$ cat src/rtl/mips_fetch_unit_if.sv
// Instruction-memory fetch bus: request/address from the fetch unit,
// ready/data back from a variable-latency instruction memory.
interface mips_fetch_unit_if;
  logic        imem_req;
  logic [31:0] imem_addr;
  logic        imem_ready;
  logic [31:0] imem_rdata;

  // Fetch unit side: issues requests, consumes returned words
  modport master (
    output imem_req,
    output imem_addr,
    input  imem_ready,
    input  imem_rdata
  );

  // Memory side: accepts requests, returns words
  modport slave (
    input  imem_req,
    input  imem_addr,
    output imem_ready,
    output imem_rdata
  );
endinterface

$ cat src/rtl/mips_fetch_unit.sv
// MIPS instruction-fetch / next-PC stage.
// Holds the PC, fetches one word per instruction over a req/ready bus,
// presents it to the controller in EXEC, then applies the controller's
// jump/branch decision to form the next PC. A fetch that takes too long
// or a misaligned jr target parks the unit in a sticky ERR state.
module mips_fetch_unit #(
  parameter logic [31:0] RESET_PC      = 32'h0000_0000,
  parameter int unsigned FETCH_TIMEOUT = 16
) (
  input  logic                     clk,
  input  logic                     rst,
  mips_fetch_unit_if.master        imemBus,
  input  logic                     exec_hold,
  input  logic                     Jump,
  input  logic                     Jumpr,
  input  logic                     BranchJump,
  input  logic [31:0]              jr_target,
  output logic [31:0]              instr,
  output logic [5:0]               OpCode,
  output logic [5:0]               Func,
  output logic                     instr_valid,
  output logic [31:0]              pc,
  output logic [31:0]              pc_plus4,
  output logic [31:0]              retired,
  output logic                     fetch_err
);

  // FSM encoding kept as plain constants for compatibility with older tools
  localparam logic [1:0] IDLE = 2'd0;
  localparam logic [1:0] REQ  = 2'd1;
  localparam logic [1:0] EXEC = 2'd2;
  localparam logic [1:0] ERR  = 2'd3;

  // Counter is wide enough to hold FETCH_TIMEOUT-1 even when it is 1
  localparam int unsigned CntW = $clog2(FETCH_TIMEOUT) + 1;
  localparam logic [CntW-1:0] CntLast = CntW'(FETCH_TIMEOUT - 1);

  logic [1:0]      stateReg,   stateNext;
  logic [31:0]     pcReg,      pcNext;
  logic [31:0]     instrReg,   instrNext;
  logic [31:0]     retiredReg, retiredNext;
  logic [CntW-1:0] toCntReg,   toCntNext;

  logic [31:0] pcPlus4;
  logic [31:0] jumpTarget;
  logic [31:0] branchOffset;
  logic [31:0] branchTarget;
  logic [31:0] targetPc;
  logic        jrMisaligned;

  // Candidate next-PC values; all arithmetic wraps modulo 2^32
  always_comb begin
    pcPlus4      = pcReg + 32'd4;
    jumpTarget   = {pcPlus4[31:28], instrReg[25:0], 2'b00};
    branchOffset = {{14{instrReg[15]}}, instrReg[15:0], 2'b00};
    branchTarget = pcPlus4 + branchOffset;
    jrMisaligned = Jumpr && (jr_target[1:0] != 2'b00);
  end

  // Next-PC select: jr beats j beats taken branch beats sequential
  always_comb begin
    if (Jumpr) begin
      targetPc = jr_target;
    end else if (Jump) begin
      targetPc = jumpTarget;
    end else if (BranchJump) begin
      targetPc = branchTarget;
    end else begin
      targetPc = pcPlus4;
    end
  end

  // FSM next-state and datapath update decisions
  always_comb begin
    stateNext   = stateReg;
    pcNext      = pcReg;
    instrNext   = instrReg;
    retiredNext = retiredReg;
    toCntNext   = toCntReg;
    case (stateReg)
      IDLE: begin
        stateNext = REQ;
      end
      REQ: begin
        // A word arriving on the last allowed cycle still counts as success
        if (imemBus.imem_ready) begin
          instrNext = imemBus.imem_rdata;
          toCntNext = '0;
          stateNext = EXEC;
        end else if (toCntReg == CntLast) begin
          toCntNext = '0;
          stateNext = ERR;
        end else begin
          toCntNext = toCntReg + CntW'(1);
        end
      end
      EXEC: begin
        // Controller flags are only acted on once the datapath releases the stall
        if (!exec_hold) begin
          if (jrMisaligned) begin
            stateNext = ERR;
          end else begin
            pcNext      = targetPc;
            retiredNext = retiredReg + 32'd1;
            stateNext   = REQ;
          end
        end
      end
      ERR: begin
        // Sticky: only reset leaves this state
        stateNext = ERR;
      end
      default: begin
        stateNext = IDLE;
      end
    endcase
  end

  // State registers with synchronous reset
  always_ff @(posedge clk) begin
    if (rst) begin
      stateReg   <= IDLE;
      pcReg      <= RESET_PC;
      instrReg   <= 32'd0;
      retiredReg <= 32'd0;
      toCntReg   <= '0;
    end else begin
      stateReg   <= stateNext;
      pcReg      <= pcNext;
      instrReg   <= instrNext;
      retiredReg <= retiredNext;
      toCntReg   <= toCntNext;
    end
  end

  // Request is masked by rst so it drops in the cycle reset is sampled,
  // which also means a ready arriving with reset is never accepted
  assign imemBus.imem_req  = (stateReg == REQ) && !rst;
  assign imemBus.imem_addr = pcReg;

  assign instr       = instrReg;
  assign OpCode      = instrReg[31:26];
  assign Func        = instrReg[5:0];
  assign instr_valid = (stateReg == EXEC);
  assign pc          = pcReg;
  assign pc_plus4    = pcPlus4;
  assign retired     = retiredReg;
  assign fetch_err   = (stateReg == ERR);

endmodule

$ cat src/flat_wrapper.sv
// flat-port wrapper written by rule: the top's interface ports become plain ports
module mips_fetch_unit_flat 
#(
  parameter logic [31:0] RESET_PC      = 32'h0000_0000,
  parameter int unsigned FETCH_TIMEOUT = 16
)
  (clk, rst, exec_hold, Jump, Jumpr, BranchJump, jr_target, instr, OpCode, Func, instr_valid, pc, pc_plus4, retired, fetch_err, imemBus_imem_req, imemBus_imem_addr, imemBus_imem_ready, imemBus_imem_rdata);
  mips_fetch_unit_if imemBus_i ();
  input  logic clk;
  input  logic rst;
  input  logic exec_hold;
  input  logic Jump;
  input  logic Jumpr;
  input  logic BranchJump;
  input  logic [31:0] jr_target;
  output logic [31:0] instr;
  output logic [5:0] OpCode;
  output logic [5:0] Func;
  output logic instr_valid;
  output logic [31:0] pc;
  output logic [31:0] pc_plus4;
  output logic [31:0] retired;
  output logic fetch_err;
  output wire logic [$bits(imemBus_i.imem_req)-1:0] imemBus_imem_req;
  output wire logic [$bits(imemBus_i.imem_addr)-1:0] imemBus_imem_addr;
  input wire logic [$bits(imemBus_i.imem_ready)-1:0] imemBus_imem_ready;
  input wire logic [$bits(imemBus_i.imem_rdata)-1:0] imemBus_imem_rdata;
  assign imemBus_imem_req = imemBus_i.imem_req;
  assign imemBus_imem_addr = imemBus_i.imem_addr;
  assign imemBus_i.imem_ready = imemBus_imem_ready;
  assign imemBus_i.imem_rdata = imemBus_imem_rdata;
  mips_fetch_unit #(.RESET_PC(RESET_PC), .FETCH_TIMEOUT(FETCH_TIMEOUT)) u_core (.clk(clk), .rst(rst), .imemBus(imemBus_i), .exec_hold(exec_hold), .Jump(Jump), .Jumpr(Jumpr), .BranchJump(BranchJump), .jr_target(jr_target), .instr(instr), .OpCode(OpCode), .Func(Func), .instr_valid(instr_valid), .pc(pc), .pc_plus4(pc_plus4), .retired(retired), .fetch_err(fetch_err));
endmodule
$ cat config.mk
export PLATFORM = sky130hd
export DESIGN_NAME = mips_fetch_unit_flat
export DESIGN_NICKNAME = d
export VERILOG_FILES = /design/src/rtl/mips_fetch_unit_if.sv /design/src/rtl/mips_fetch_unit.sv /design/src/flat_wrapper.sv
export SDC_FILE = /design/constraint.sdc
export NUM_CORES = 1
export LEC_CHECK = 0
export BUFFER_PORTS_ARGS = -buffer_cell sky130_fd_sc_hd__buf_2
export CAP_MARGIN = 5
export CORE_AREA = 2 2 130 132
export CTS_CLUSTER_SIZE = 10
export DETAILED_ROUTE_END_ITERATION = 7
export DIE_AREA = 0 0 132 134
export PLACE_DENSITY = 0.71
export SLEW_MARGIN = 20
export SYNTH_ARGS = -nofsm -noshare
export SYNTH_HDL_FRONTEND = slang
export SYNTH_SLANG_ARGS = --single-unit
export TNS_END_PERCENT = 1
$ cat constraint.sdc
create_clock -name clk -period 5 [get_ports clk]
set_clock_uncertainty 0.15 [all_clocks]
set_input_delay 1.25 -clock clk [delete_from_list [all_inputs] [get_ports clk]]
set_output_delay 1.25 -clock clk [all_outputs]
set_load 0.02 [all_outputs]
# Yosys cells after proc, flatten, opt, wreduce, memory -nomap -nowiden
# Cells that the tools add are included.
[totals] in_bits=71 ff_bits=103 out_inout_bits=175
[op_classes] n_bitwise=2 addsub=4 n_mux=10 n_eq_ne=6 reduce_logical=8
[ops] cell="32-bit two-way mux" n=3
[ops] cell="32-bit by 1-bit adder with 32-bit output (second input constant)" n=1
[ops] cell="32-bit by 3-bit adder with 32-bit output (second input constant)" n=1
[ops] cell="32-bit adder" n=1
[ops] cell="5-bit two-way mux" n=2
[ops] cell="2-bit two-way mux" n=4
[ops] cell="2-bit case mux with 4 select lines" n=1
[ops] cell="5-bit by 1-bit adder with 5-bit output (second input constant)" n=1
[ops] cell="5-bit by 4-bit equality test with 1-bit output (second input constant)" n=1
[ops] cell="2-bit equality test (second input constant)" n=2
[ops] cell="2-bit AND reduction" n=2
[ops] cell="3-bit by 2-bit != test with 1-bit output (second input constant)" n=1
[ops] cell="3-bit AND reduction" n=1
[ops] cell="2-bit by 1-bit equality test with 1-bit output (second input constant)" n=1
[ops] cell="1-bit logical AND" n=2
[ops] cell="2-bit logical NOT" n=1
[ops] cell="2-bit != test (second input constant)" n=1
[ops] cell="1-bit inverter" n=2
[ops] cell="2-bit nonzero test" n=1
[ops] cell="1-bit logical NOT" n=1

# Logic depth before layout (Yosys ltp)
# Gate-level depths: netlist of the first run.
[logic_depth] depth_word=5 depth_mapped=16 ltp_nobuf=16

# Least setup slack after synthesis of the first run
# OpenSTA, ideal clock, no wires.
[synth_path] kind="reg-to-reg" from="reg u_core.pcReg[4], in the netlist u_core.imemBus.imem_addr[4]" to="reg u_core.pcReg[31], in the netlist u_core.imemBus.imem_addr[31]" setup_slack_ps=824 t_arrival_ps=3930 n_path_buf=0 stages_incl_launch_ff=17 required_ps=4755 period_less_slack_ps=4176 path_cell_list="dfxtp_1 > and4_1 > nand4_1 > nor2_1 > nand2_1 > nor2_1 > xor2_1 > ha_1 > a21o_1 > a21o_1 > a21o_1 > a21o_1 > a211oi_1 > a31oi_2 > mux2i_1 > a2111o_1 > o311ai_1"
[synth_via] elab_chain_cells=5
[synth_rtl] element="start, declared" line_no="mips_fetch_unit.sv:39" rtl="logic [31:0] pcReg, pcNext;"
[synth_rtl] element="start signal, assigned" line_no="mips_fetch_unit.sv:129" rtl="pcReg <= pcNext;"
[synth_rtl] element="32-bit by 3-bit adder with 32-bit output" line_no="mips_fetch_unit.sv:53" rtl="pcPlus4 = pcReg + 32'd4;"
[synth_rtl] element="net pc_plus4[22]" line_no="flat_wrapper.sv:21" rtl="output logic [31:0] pc_plus4;"
[synth_rtl] element="32-bit adder" line_no="mips_fetch_unit.sv:56" rtl="branchTarget = pcPlus4 + branchOffset;"
[synth_rtl] element="32-bit two-way mux" line_no="mips_fetch_unit.sv:66" rtl="end else if (BranchJump) begin"
[synth_rtl] element="32-bit two-way mux" line_no="mips_fetch_unit.sv:64" rtl="end else if (Jump) begin"
[synth_rtl] element="32-bit two-way mux" line_no="mips_fetch_unit.sv:62" rtl="if (Jumpr) begin"
# The timed path passes the listed nets, and every way through them passes these cells.
# A chain may end at the register's enable or synchronous reset.

# Final worst setup path of the first run
[layout_path] from="reg u_core.pcReg[4], in the netlist u_core.imemBus.imem_addr[4]" to="out pc_plus4[25]"
[layout_via] elab_chain_cells=1
[layout_rtl] element="32-bit by 3-bit adder with 32-bit output" line_no="mips_fetch_unit.sv:53"
[layout_rtl] element="end, declared" line_no="flat_wrapper.sv:21"
# Every way passes these cells.

==> flow_summary.json, run 1 <==
{
  "synthArstFlopShare": 0,
  "hold_path.class": "flip-flop to flip-flop",
  "grt_usage": 0.255,
  "slew_headroom": 0.343,
  "synthTopCellsByArea": "dfxtp_1 (29%), nand2_1 (7.5%), ha_1 (6.9%)",
  "place.port_buffers": 245,
  "rows": 47,
  "die_y_um": 134,
  "tns_ns": 0,
  "synth-edff-count": 0,
  "syn2layout_area_growth_pct": 19.9,
  "outcome": "finished, final reports clean",
  "switchingPower_uw": 627,
  "drc": 0,
  "finalHoldViolCount": 0,
  "core_area_mm2": 0.0163,
  "io_pins": 246,
  "period_share": 0.848,
  "hpwl_mm": 17.1,
  "die_w_um": 132,
  "synth_cells": 930,
  "rsz0062_at_grt": "no",
  "synthTopCellsByCount": "nand2_1 (142), dfxtp_1 (103), nor2_1 (92)",
  "startpoint_type": "flip-flop",
  "power_density_mw_per_mm2": 235,
  "maxCapViolCount": 0,
  "crit_buf_inv": 1,
  "dp_slack_ns": 0.812,
  "cts_tree": "built",
  "drive_gt1_frac": 0.250,
  "first_iter_violations": 496,
  "yosysMostFrequentCell": "nand2_1",
  "pwr-share-comb": 0.176,
  "cp_num_cells": 7,
  "r2r_setup_slack_ns": 0.77,
  "cts_root_buffer": "clkbuf_16",
  "internal-power_uw": 1360,
  "vias": 7386,
  "postCtsHoldBufs": 0,
  "critPathMaxFanout": 8,
  "timing.rr.end": "u_core.imemBus.imem_addr[31]$_SDFFE_PP0P_",
  "crit_start": "u_core.imemBus.imem_addr[4]$_SDFFE_PP0P_",
  "initial_core_util": 0.434,
  "post_cts_resized": 0,
  "crit_slowest_cell": "dfxtp_1",
  "maxSlewViolCount": 0,
  "pwr-share-seq": 0.439,
  "netlist_area_mm2": 0.00708,
  "postCtsSetupRepairBufs": 0,
  "yosysUniqueCellTypes": 62,
  "synth_top_area_frac": 0.291,
  "antenna_found_initial": 3,
  "rr_startpoint": "u_core.imemBus.imem_addr[4]$_SDFFE_PP0P_",
  "max_freq_mhz": 236,
  "clkTransAtPathRegs_ns": 0.08,
  "grt_pass1_vias": 6920,
  "cts.path.max_buffers": 2,
  "syn_nets": 1041,
  "clockPowerShare": 0.385,
  "htreeDepth": 3,
  "cts_buffers": 9,
  "clock_sinks": 103,
  "yosysSeqAreaShare": 0.291,
  "timing.final.crit_period_ns": 4.24,
  "wire_per_inst_um": 17.2,
  "ys_ff_latch": 103,
  "grt_max_degree": 56,
  "setup_viol": 0,
  "crit_chain": "and4_1, nand4_1, nor3_2, and2b_1, nand3_1, xnor2_1, buf_2",
  "layout_setup_ws_ns": 0.762,
  "critical-path-top-delay-family": "simple AND/OR/NAND/NOR gates",
  "clkLatencyLatePin_ns": 0.36,
  "p_leak_uw": 0.00412,
  "irDropWorstVdd_mv": 0.147,
  "crit_required_ns": 3.60,
  "max_stage_delay_ns": 0.47,
  "synth_area_leader_cell": "dfxtp_1",
  "fin_nets": 1220,
  "die_area_mm2": 0.0177,
  "setup.worst_path.end_class": "primary output",
  "synth_ff_type": "dfxtp_1",
  "yosys_warnings": 0,
  "worst_pin_slew_ns": 0.984,
  "ant_nets": 0,
  "vias_per_cell": 5.53,
  "swShare": 0.315,
  "totalWireLength_mm": 23.0,
  "crit_path_end": "pc_plus4[25]",
  "gp_congestion": 0.960,
  "grt_overflow": 0,
  "reg2reg_depth": 16,
  "critPathArrivalTime_ns": 2.84,
  "first_pass_iters": 5,
  "critPathKind": "flip-flop to primary output",
  "grt_pass1_wl_mm": 36.5,
  "synth.avg_cell_area_um2": 7.61
}
through the flow:
| step | util | total power [uW] | std cells | instance area, um2 | hold slack, ns |
|---|---|---|---|---|---|
| after floorplan | - | 1120 | 930 | 7080 | 0.300 |
| after global placement | 0.501 | 1240 | 1318 | 8160 | 0.303 |
| after detailed placement | 0.501 | 1240 | 1318 | 8160 | 0.310 |
| after CTS | 0.521 | 2000 | 1334 | 8480 | 0.324 |
| after global routing | 0.521 | 2080 | 1334 | 8480 | 0.348 |
| final | 0.521 | 1990 | 1335 | 8480 | 0.322 |
cell families after synthesis:
logic type | Yosys count | share of synthesized area
AOI/OAI and AO/OA | 238 | 0.219
buffers and inverters | 107 | 0.0812
xor gates and xnor gates | 78 | 0.0966
adders and majority gates | 40 | 0.0718
muxes | 6 | 0.00849
DFF | 103 | 0.291
and+or+nand+nor | 358 | 0.231
final cells by class:
class / instances / area, um2
Fill cell: 1631 / 7810
Multi-Input combinational cell: 720 / 4450
Sequential cell: 103 / 2060
Timing Repair Buffer: 255 / 1300
Tap cell: 220 / 275
Clock buffer: 9 / 225
Clock inverter: 7 / 90.1
Inverter: 20 / 75.1
Antenna cell: 1 / 2.50
worst reg2reg max path, delay by kind of cell (launching register included):
kind	cells	cell delay, ns
compound gates	8	1.62
xor+xnor	1	0.26
fa+ha+maj	1	0.36
flops	1	0.47
mux	1	0.16
simple gates	5	1.15
cells in the final DEF (no fill, tap or decap), types with 9 or more instances in the layout:
| cell type | synthesis | final |
|---|---|---|
| buf_2 | 0 | 244 |
| nand2_1 | 142 | 142 |
| dfxtp_1 | 103 | 103 |
| nor2_1 | 92 | 91 |
| a21oi_1 | 86 | 86 |
| xnor2_1 | 41 | 41 |
| ha_1 | 39 | 39 |
| xor2_1 | 37 | 37 |
| nand3_1 | 28 | 28 |
| o21ai_0 | 24 | 24 |
| a21o_1 | 22 | 22 |
| nor3_1 | 19 | 19 |
| inv_1 | 18 | 18 |
| a211oi_1 | 17 | 17 |
| nand4_1 | 16 | 16 |
| and3_1 | 16 | 16 |
| o211ai_1 | 16 | 16 |
| o21ai_1 | 14 | 14 |
| buf_4 | 46 | 11 |
| and2_1 | 10 | 10 |
| clkbuf_16 | 0 | 9 |
layer usage:
metal  wire length, um  vias up  part of all wire  GRT usage
li1                  -     3602                 -          -
met1             10200     3420              0.44      0.331
met2             10400      312              0.45      0.417
met3              1690       50             0.073     0.0552
met4               639        2             0.028     0.0918
met5                13        -           0.00057          0
worst min path at each step:
stage	from	end	slack [ns]	cells past startpoint
2_1_floorplan	u_core.toCntReg[3]$_SDFFE_PP0N_	u_core.toCntReg[3]$_SDFFE_PP0N_	0.30	1
3_3_place_gp	u_core.instr[27]$_SDFFE_PP0P_	u_core.instr[27]$_SDFFE_PP0P_	0.30	2
3_5_place_dp	u_core.instr[30]$_SDFFE_PP0P_	u_core.instr[30]$_SDFFE_PP0P_	0.31	2
4_1_cts	u_core.instr[24]$_SDFFE_PP0P_	u_core.instr[24]$_SDFFE_PP0P_	0.32	2
5_1_grt	u_core.instr[30]$_SDFFE_PP0P_	u_core.instr[30]$_SDFFE_PP0P_	0.35	2
6_report	u_core.instr[25]$_SDFFE_PP0P_	u_core.instr[25]$_SDFFE_PP0P_	0.32	2
power by group through the flow:
stage          clock (uW)  combinational [uW]  sequential [uW]
5_1_grt               815                 383              879
3_5_place_dp            0                 348              894
2_1_floorplan           0                 212              912
3_3_place_gp            0                 346              893
4_1_cts               780                 349              874
6_report              767                 350              875
state kept, by name (all words and copies together), names as in the netlist:
signal,flops
u_core.stateReg,2
u_core.imemBus.imem_addr,32
u_core.instr,32
u_core.retired,32
u_core.toCntReg,5
Note: power is estimated with default switching activity, not from simulation.
==> inputs of run 2 (changes only) <==
--- a/config.mk
+++ b/config.mk
@@ -11,7 +11,7 @@
 export CTS_CLUSTER_SIZE = 10
 export DETAILED_ROUTE_END_ITERATION = 7
 export DIE_AREA = 0 0 132 134
-export PLACE_DENSITY = 0.71
+export PLACE_DENSITY = 0.74
 export SLEW_MARGIN = 20
 export SYNTH_ARGS = -nofsm -noshare
 export SYNTH_HDL_FRONTEND = slang
==> constraint.sdc (replaced) <==
create_clock -name clk -period 3.55 [get_ports clk]
set_clock_uncertainty 0.15 [all_clocks]
set_input_delay 0.8875 -clock clk [delete_from_list [all_inputs] [get_ports clk]]
set_output_delay 0.8875 -clock clk [all_outputs]
set_load 0.02 [all_outputs]
==> run 2 against run 1 <==
- largest cell class unchanged
- highest routed layer unchanged
- setup slack got worse by 0.80 ns
- register-to-register slack got worse by 0.80 ns
- die area is the same
- cell count up 6.2%
- critical path type is now flip-flop to flip-flop
- the flow now finishes with violations (setup timing)
- utilization grew 5.4 points
- global-route usage rose by 0.67 points
- via count increased by 5.7%
- sequential power up 39%
- cell area grew 10%
- hold slack worse by 0.0042 ns
- first-iteration DRC count grew 10%
==> flow_summary.json, run 2 (synthesis gave the netlist of run 1 again) <==
{
  "die_y_um": 134,
  "grtUsageMet2": 0.423,
  "first_pass_iters": 5,
  "htreeDepth": 3,
  "slew_headroom": 0.398,
  "cts_tree": "built",
  "layout_common_cells": "buf_2 (244), nand2_1 (141), dfxtp_1 (96), buf_4 (93), nor2_1 (87)",
  "min_path_cells": 2,
  "r2r_setup_slack_ns": -0.03,
  "crit_required_ns": 3.67,
  "clkLatencyLatePin_ns": 0.36,
  "grt_pass1_wl_mm": 37.3,
  "instances_no_fill": 1418,
  "clkTransAtPathRegs_ns": 0.08,
  "met1_usage": 0.351,
  "setup.worst_path.end_class": "flip-flop",
  "postCtsHoldBufs": 0,
  "finalHoldViolCount": 0,
  "layout_setup_ws_ns": -0.0334,
  "rsz0062_at_grt": "yes",
  "hold_path_end": "u_core.instr[28]$_SDFFE_PP0P_",
  "drc": 0,
  "hpwl_mm": 18.1,
  "grt_max_degree": 78,
  "period_share": 1.01,
  "die_w_um": 132,
  "dp_cells": 1400,
  "ant_nets": 0,
  "fill_cells": 1505,
  "initial_core_util": 0.434,
  "power_density_mw_per_mm2": 304,
  "rr_startpoint": "u_core.imemBus.imem_addr[7]$_SDFFE_PP0P_",
  "crit_chain": "and4_4, nand4_1, buf_4, nor2_4, nand2_2, nor2_4, xor2_4, ha_4, a21o_1, a21o_1, a21o_1, a21o_1, a211oi_2, a31oi_2, mux2i_1, a2111o_1, o311ai_1",
  "max_stage_delay_ns": 0.38,
  "io_pins": 246,
  "crit_start": "u_core.imemBus.imem_addr[7]$_SDFFE_PP0P_",
  "critPathMaxFanout": 4,
  "irDropWorstVdd_mv": 0.223,
  "totalWireLength_mm": 24.0,
  "vias_per_cell": 5.50,
  "grt_usage": 0.261,
  "critical-path-top-delay-family": "compound AO/OA/AOI/OAI gates",
  "clock_sinks": 103,
  "place.port_buffers": 245,
  "maxSlewViolCount": 0,
  "busiest_layer": "met2",
  "worst_pin_slew_ns": 0.901,
  "gp_congestion": 0.944,
  "wire_per_inst_um": 16.9,
  "critPathArrivalTime_ns": 3.71,
  "grtUsageMet3": 0.0559,
  "cts_buffers": 9,
  "cts_root_buffer": "clkbuf_16",
  "path_common_cell": "a21o_1",
  "max_freq_mhz": 279,
  "syn2layout_area_growth_pct": 32.4,
  "crit_slowest_cell": "a2111o_1",
  "violations": "setup timing",
  "hp-start": "u_core.instr[28]$_SDFFE_PP0P_",
  "startpoint_type": "flip-flop",
  "final_common_cell": "buf_2",
  "crit_buf_inv": 1,
  "p_leak_uw": 0.00467,
  "reg2reg_depth": 17,
  "antenna_found_initial": 2,
  "die_area_mm2": 0.0177,
  "cts.path.max_buffers": 2,
  "dp_slack_ns": -0.132,
  "maxCapViolCount": 0,
  "finalPower_uw": 2840,
  "first_iter_violations": 546,
  "fin_nets": 1303,
  "outcome": "complete, but fails checks",
  "setup_viol": 2,
  "core_area_mm2": 0.0163,
  "critPathKind": "flip-flop to flip-flop",
  "grt_overflow": 0,
  "timing.rr.end": "u_core.imemBus.imem_addr[31]$_SDFFE_PP0P_",
  "vias": 7805,
  "timing.final.crit_period_ns": 3.58,
  "rows": 47,
  "hold_path.class": "flip-flop to flip-flop",
  "grt_pass1_vias": 7076,
  "drive_gt1_frac": 0.333
}
==> run 2: cell count changes in the layout (fill, tap and decap cells not counted), moves of 3 or more <==
cell,before,now
dfxtp_1,103,96
nor2_1,91,87
xor2_4,0,3
xnor2_2,0,9
xnor2_1,41,32
xor2_1,37,32
dfxtp_2,0,3
nor2_4,0,3
buf_4,11,93
dfxtp_4,0,4
==> run 2: how the worst max path moves through the flow <==
stage / end / slack (ns) / depth (start not counted)
after global routing: u_core.imemBus.imem_addr[31]$_SDFFE_PP0P_ / -0.19 / 17
after detailed placement: u_core.imemBus.imem_addr[28]$_SDFFE_PP0P_ / -0.13 / 15
after CTS: u_core.imemBus.imem_addr[28]$_SDFFE_PP0P_ / 0.02 / 16
after floorplan: u_core.imemBus.imem_addr[31]$_SDFFE_PP0P_ / -0.09 / 16
final: u_core.imemBus.imem_addr[31]$_SDFFE_PP0P_ / -0.03 / 17
after global placement: u_core.imemBus.imem_addr[28]$_SDFFE_PP0P_ / -0.06 / 15
==> run 2: area by class of cell <==
type / instances / area (um2) / area share
tap: 220 / 275 / 0.0294
antenna: 1 / 2.50 / 0.000267
sequential: 103 / 2080 / 0.222
clock inverter: 5 / 63.8 / 0.00681
inverter: 20 / 75.1 / 0.00801
timing repair buffer: 338 / 1940 / 0.207
multi-input combinational: 720 / 4690 / 0.500
clock buffer: 11 / 243 / 0.0259
==> run 2: tightest hold or removal path: stages (launching register included) <==
cell	delay, ns
dfxtp_1	0.32
nand2_1	0.05
a21oi_1	0.05
==> run 2: where the power goes <==
| group | switching, uW | total [uW] | internal (uW) |
|---|---|---|---|
| logic | 355 | 570 | 215 |
| registers | 32.9 | 1220 | 1190 |
| clock network | 481 | 1060 | 574 |
==> run 2: metrics by stage <==
step / setup TNS, ns / hold slack (ns) / utilization / instance area [um2]
global route: -0.977 / 0.333 / 0.575 / 9370
CTS: 0 / 0.320 / 0.569 / 9270
finish: -0.0350 / 0.318 / 0.575 / 9370
global placement: -0.0955 / 0.303 / 0.549 / 8950
detailed placement: -0.502 / 0.307 / 0.549 / 8950
floorplan: -0.250 / 0.300 / - / 7230
==> run 2: repair_timing <==
item                                    in CTS  in global routing
pin swaps                                    3                  4
gates resized for setup                      2                 18
setup buffers                                1                  0
endpoints found under the setup margin      10                 15
==> run 2: layer usage <==
layer | part of all wire | wire [um]
met3 | 0.085 | 2050
met4 | 0.020 | 469
met5 | 0.00029 | 7
met2 | 0.46 | 11100
met1 | 0.43 | 10400
==> inputs of run 3 (changes only) <==
--- a/config.mk
+++ b/config.mk
@@ -12,6 +12,7 @@
 export DETAILED_ROUTE_END_ITERATION = 7
 export DIE_AREA = 0 0 132 134
 export PLACE_DENSITY = 0.74
+export REMOVE_ABC_BUFFERS = 1
 export SLEW_MARGIN = 20
 export SYNTH_ARGS = -nofsm -noshare
 export SYNTH_HDL_FRONTEND = slang
==> run 3 against run 2 <==
- the flow still finishes with violations (setup timing)
- sequential share of layout area fell by 0.19 points
- maximum frequency up 0.18%
- clock power barely moved
- register-to-register slack about the same
- sequential cell count unchanged
- wire length rose by 1.4%
- via count rose by 1.1%
- critical path depth unchanged
- die area did not move
- non-clock buffer count is 15 higher
- hold slack improved by 0.0039 ns
- critical path type unchanged
- largest cell class unchanged
==> flow_summary.json, run 3 (synthesis gave the netlist of run 1 again) <==
{
  "first_pass_iters": 5,
  "grt_usage": 0.264,
  "ant_nets": 0,
  "cts_tree": "built",
  "slew_headroom": 0.465,
  "startpoint_type": "flip-flop",
  "met1_length_mm": 10.4,
  "timing.final.crit_period_ns": 3.58,
  "vias_per_cell": 5.51,
  "dp_slack_ns": -0.179,
  "antenna_found_initial": 3,
  "tns_ns": -0.0416,
  "die_area_mm2": 0.0177,
  "postCtsHoldBufs": 0,
  "grt_pass1_wl_mm": 37.6,
  "grt_pass1_vias": 7325,
  "initial_core_util": 0.434,
  "grt_overflow": 0,
  "critPathMaxFanout": 3,
  "place.port_buffers": 245,
  "crit_required_ns": 3.67,
  "fin_nets": 1318,
  "gp_congestion": 0.965,
  "io_pins": 246,
  "setup_viol": 2,
  "rsz0062_at_grt": "yes",
  "syn2layout_area_growth_pct": 32.7,
  "die_y_um": 134,
  "first_iter_violations": 626,
  "totalWireLength_mm": 24.3,
  "period_share": 1.01,
  "max_freq_mhz": 280,
  "layout_common_cells": "buf_2 (244), nand2_1 (140), buf_4 (108), dfxtp_1 (99), nor2_1 (86)",
  "htreeDepth": 3,
  "antenna_cells": 0,
  "cts_root_buffer": "clkbuf_16",
  "maxCapViolCount": 0,
  "rows": 47,
  "outcome": "complete, but fails checks",
  "top_layer": "met5",
  "met3_length_mm": 1.76,
  "whs_ns": 0.322,
  "hold_path.class": "flip-flop to flip-flop",
  "vias": 7893,
  "die_w_um": 132,
  "cts_buffers": 9,
  "wire_per_inst_um": 17.0,
  "maxSlewViolCount": 0,
  "drc": 0,
  "drive_gt1_frac": 0.337,
  "hpwl_mm": 18.4,
  "critPathKind": "flip-flop to flip-flop",
  "met2WireLength_mm": 11.6,
  "clkTransAtPathRegs_ns": 0.08,
  "finalHoldViolCount": 0,
  "grt_max_degree": 73,
  "p_leak_uw": 0.00468,
  "violations": "setup timing",
  "critPathArrivalTime_ns": 3.70,
  "core_area_mm2": 0.0163,
  "power_density_mw_per_mm2": 306,
  "clock_sinks": 103,
  "worst_pin_slew_ns": 0.803,
  "setup.worst_path.end_class": "flip-flop",
  "irDropWorstVdd_mv": 0.211,
  "layout_setup_ws_ns": -0.0268,
  "cts.path.max_buffers": 2,
  "final_common_cell": "buf_2",
  "clkLatencyLatePin_ns": 0.36
}
-- run 3: cell count changes in the layout (fill, tap and decap cells not counted), sizes merged --
cell / before / now
clkinvlp: 1 / 0
diode: 1 / 0
clkinv: 3 / 6
buf: 338 / 353
clkbuf: 11 / 9
-- run 3: per-layer routing --
layer / vias to the layer above / GRT usage
li1: 3799 / -
met1: 3719 / 0.330
met2: 317 / 0.452
met3: 54 / 0.0605
met4: 4 / 0.0851
met5: - / 0
-- run 3: path summary, 6_finish.rpt --
check                                                start  cells past startpoint                                         to  slack, ns
setup / recovery  u_core.imemBus.imem_addr[4]$_SDFFE_PP0P_                     17  u_core.imemBus.imem_addr[31]$_SDFFE_PP0P_      -0.03
hold reg to reg              u_core.instr[28]$_SDFFE_PP0P_                      2              u_core.instr[28]$_SDFFE_PP0P_       0.32
hold / removal               u_core.instr[28]$_SDFFE_PP0P_                      2              u_core.instr[28]$_SDFFE_PP0P_       0.32
setup reg to reg  u_core.imemBus.imem_addr[4]$_SDFFE_PP0P_                     17  u_core.imemBus.imem_addr[31]$_SDFFE_PP0P_      -0.03
-- run 3: layout make-up --
class                      count  area [um2]
tap                          220         275
multi-input combinational    720        4600
clock buffer                   9         225
sequential                   103        2070
inverter                      20        75.1
clock inverter                 7        91.3
fill                        1502        6900
timing repair buffer         353        2050
-- run 3: stage by stage --
stage / instances / total power [uW] / instance area (um2) / util
floorplan: 843 / 1530 / 6580 / -
finish: 1432 / 2870 / 9390 / 0.576
detailed placement: 1405 / 1810 / 8830 / 0.542
global route: 1432 / 2980 / 9390 / 0.576
CTS: 1430 / 2880 / 9300 / 0.571
global placement: 1405 / 1800 / 8830 / 0.542
-- run 3: power by group --
part	leakage (uW)	switching (uW)	internal, uW
Clock	0.000156	505	565
Sequential	0.000836	35.4	1190
Combinational	0.00369	355	220
-- run 3: worst max-delay path, stage by stage (launching register included) --
cell      delay [ns]
dfxtp_2         0.33
and4_4          0.23
nand4_1         0.15
buf_4           0.19
nor2_4          0.13
nand2_2         0.07
nor2_2          0.09
xor2_1          0.20
ha_1            0.27
a21o_1          0.19
a21o_1          0.15
a21o_1          0.18
a21o_1          0.18
a211oi_2        0.23
a31oi_2         0.14
mux2i_1         0.16
a2111o_1        0.37
o311ai_1        0.07
-- run 3: what timing repair did --
| action | CTS | global route |
|---|---|---|
| setup endpoints to repair | 18 | 24 |
| gates resized for setup | 21 | 16 |
| buffers inserted | 9 | 2 |
| pin swaps | 19 | 17 |
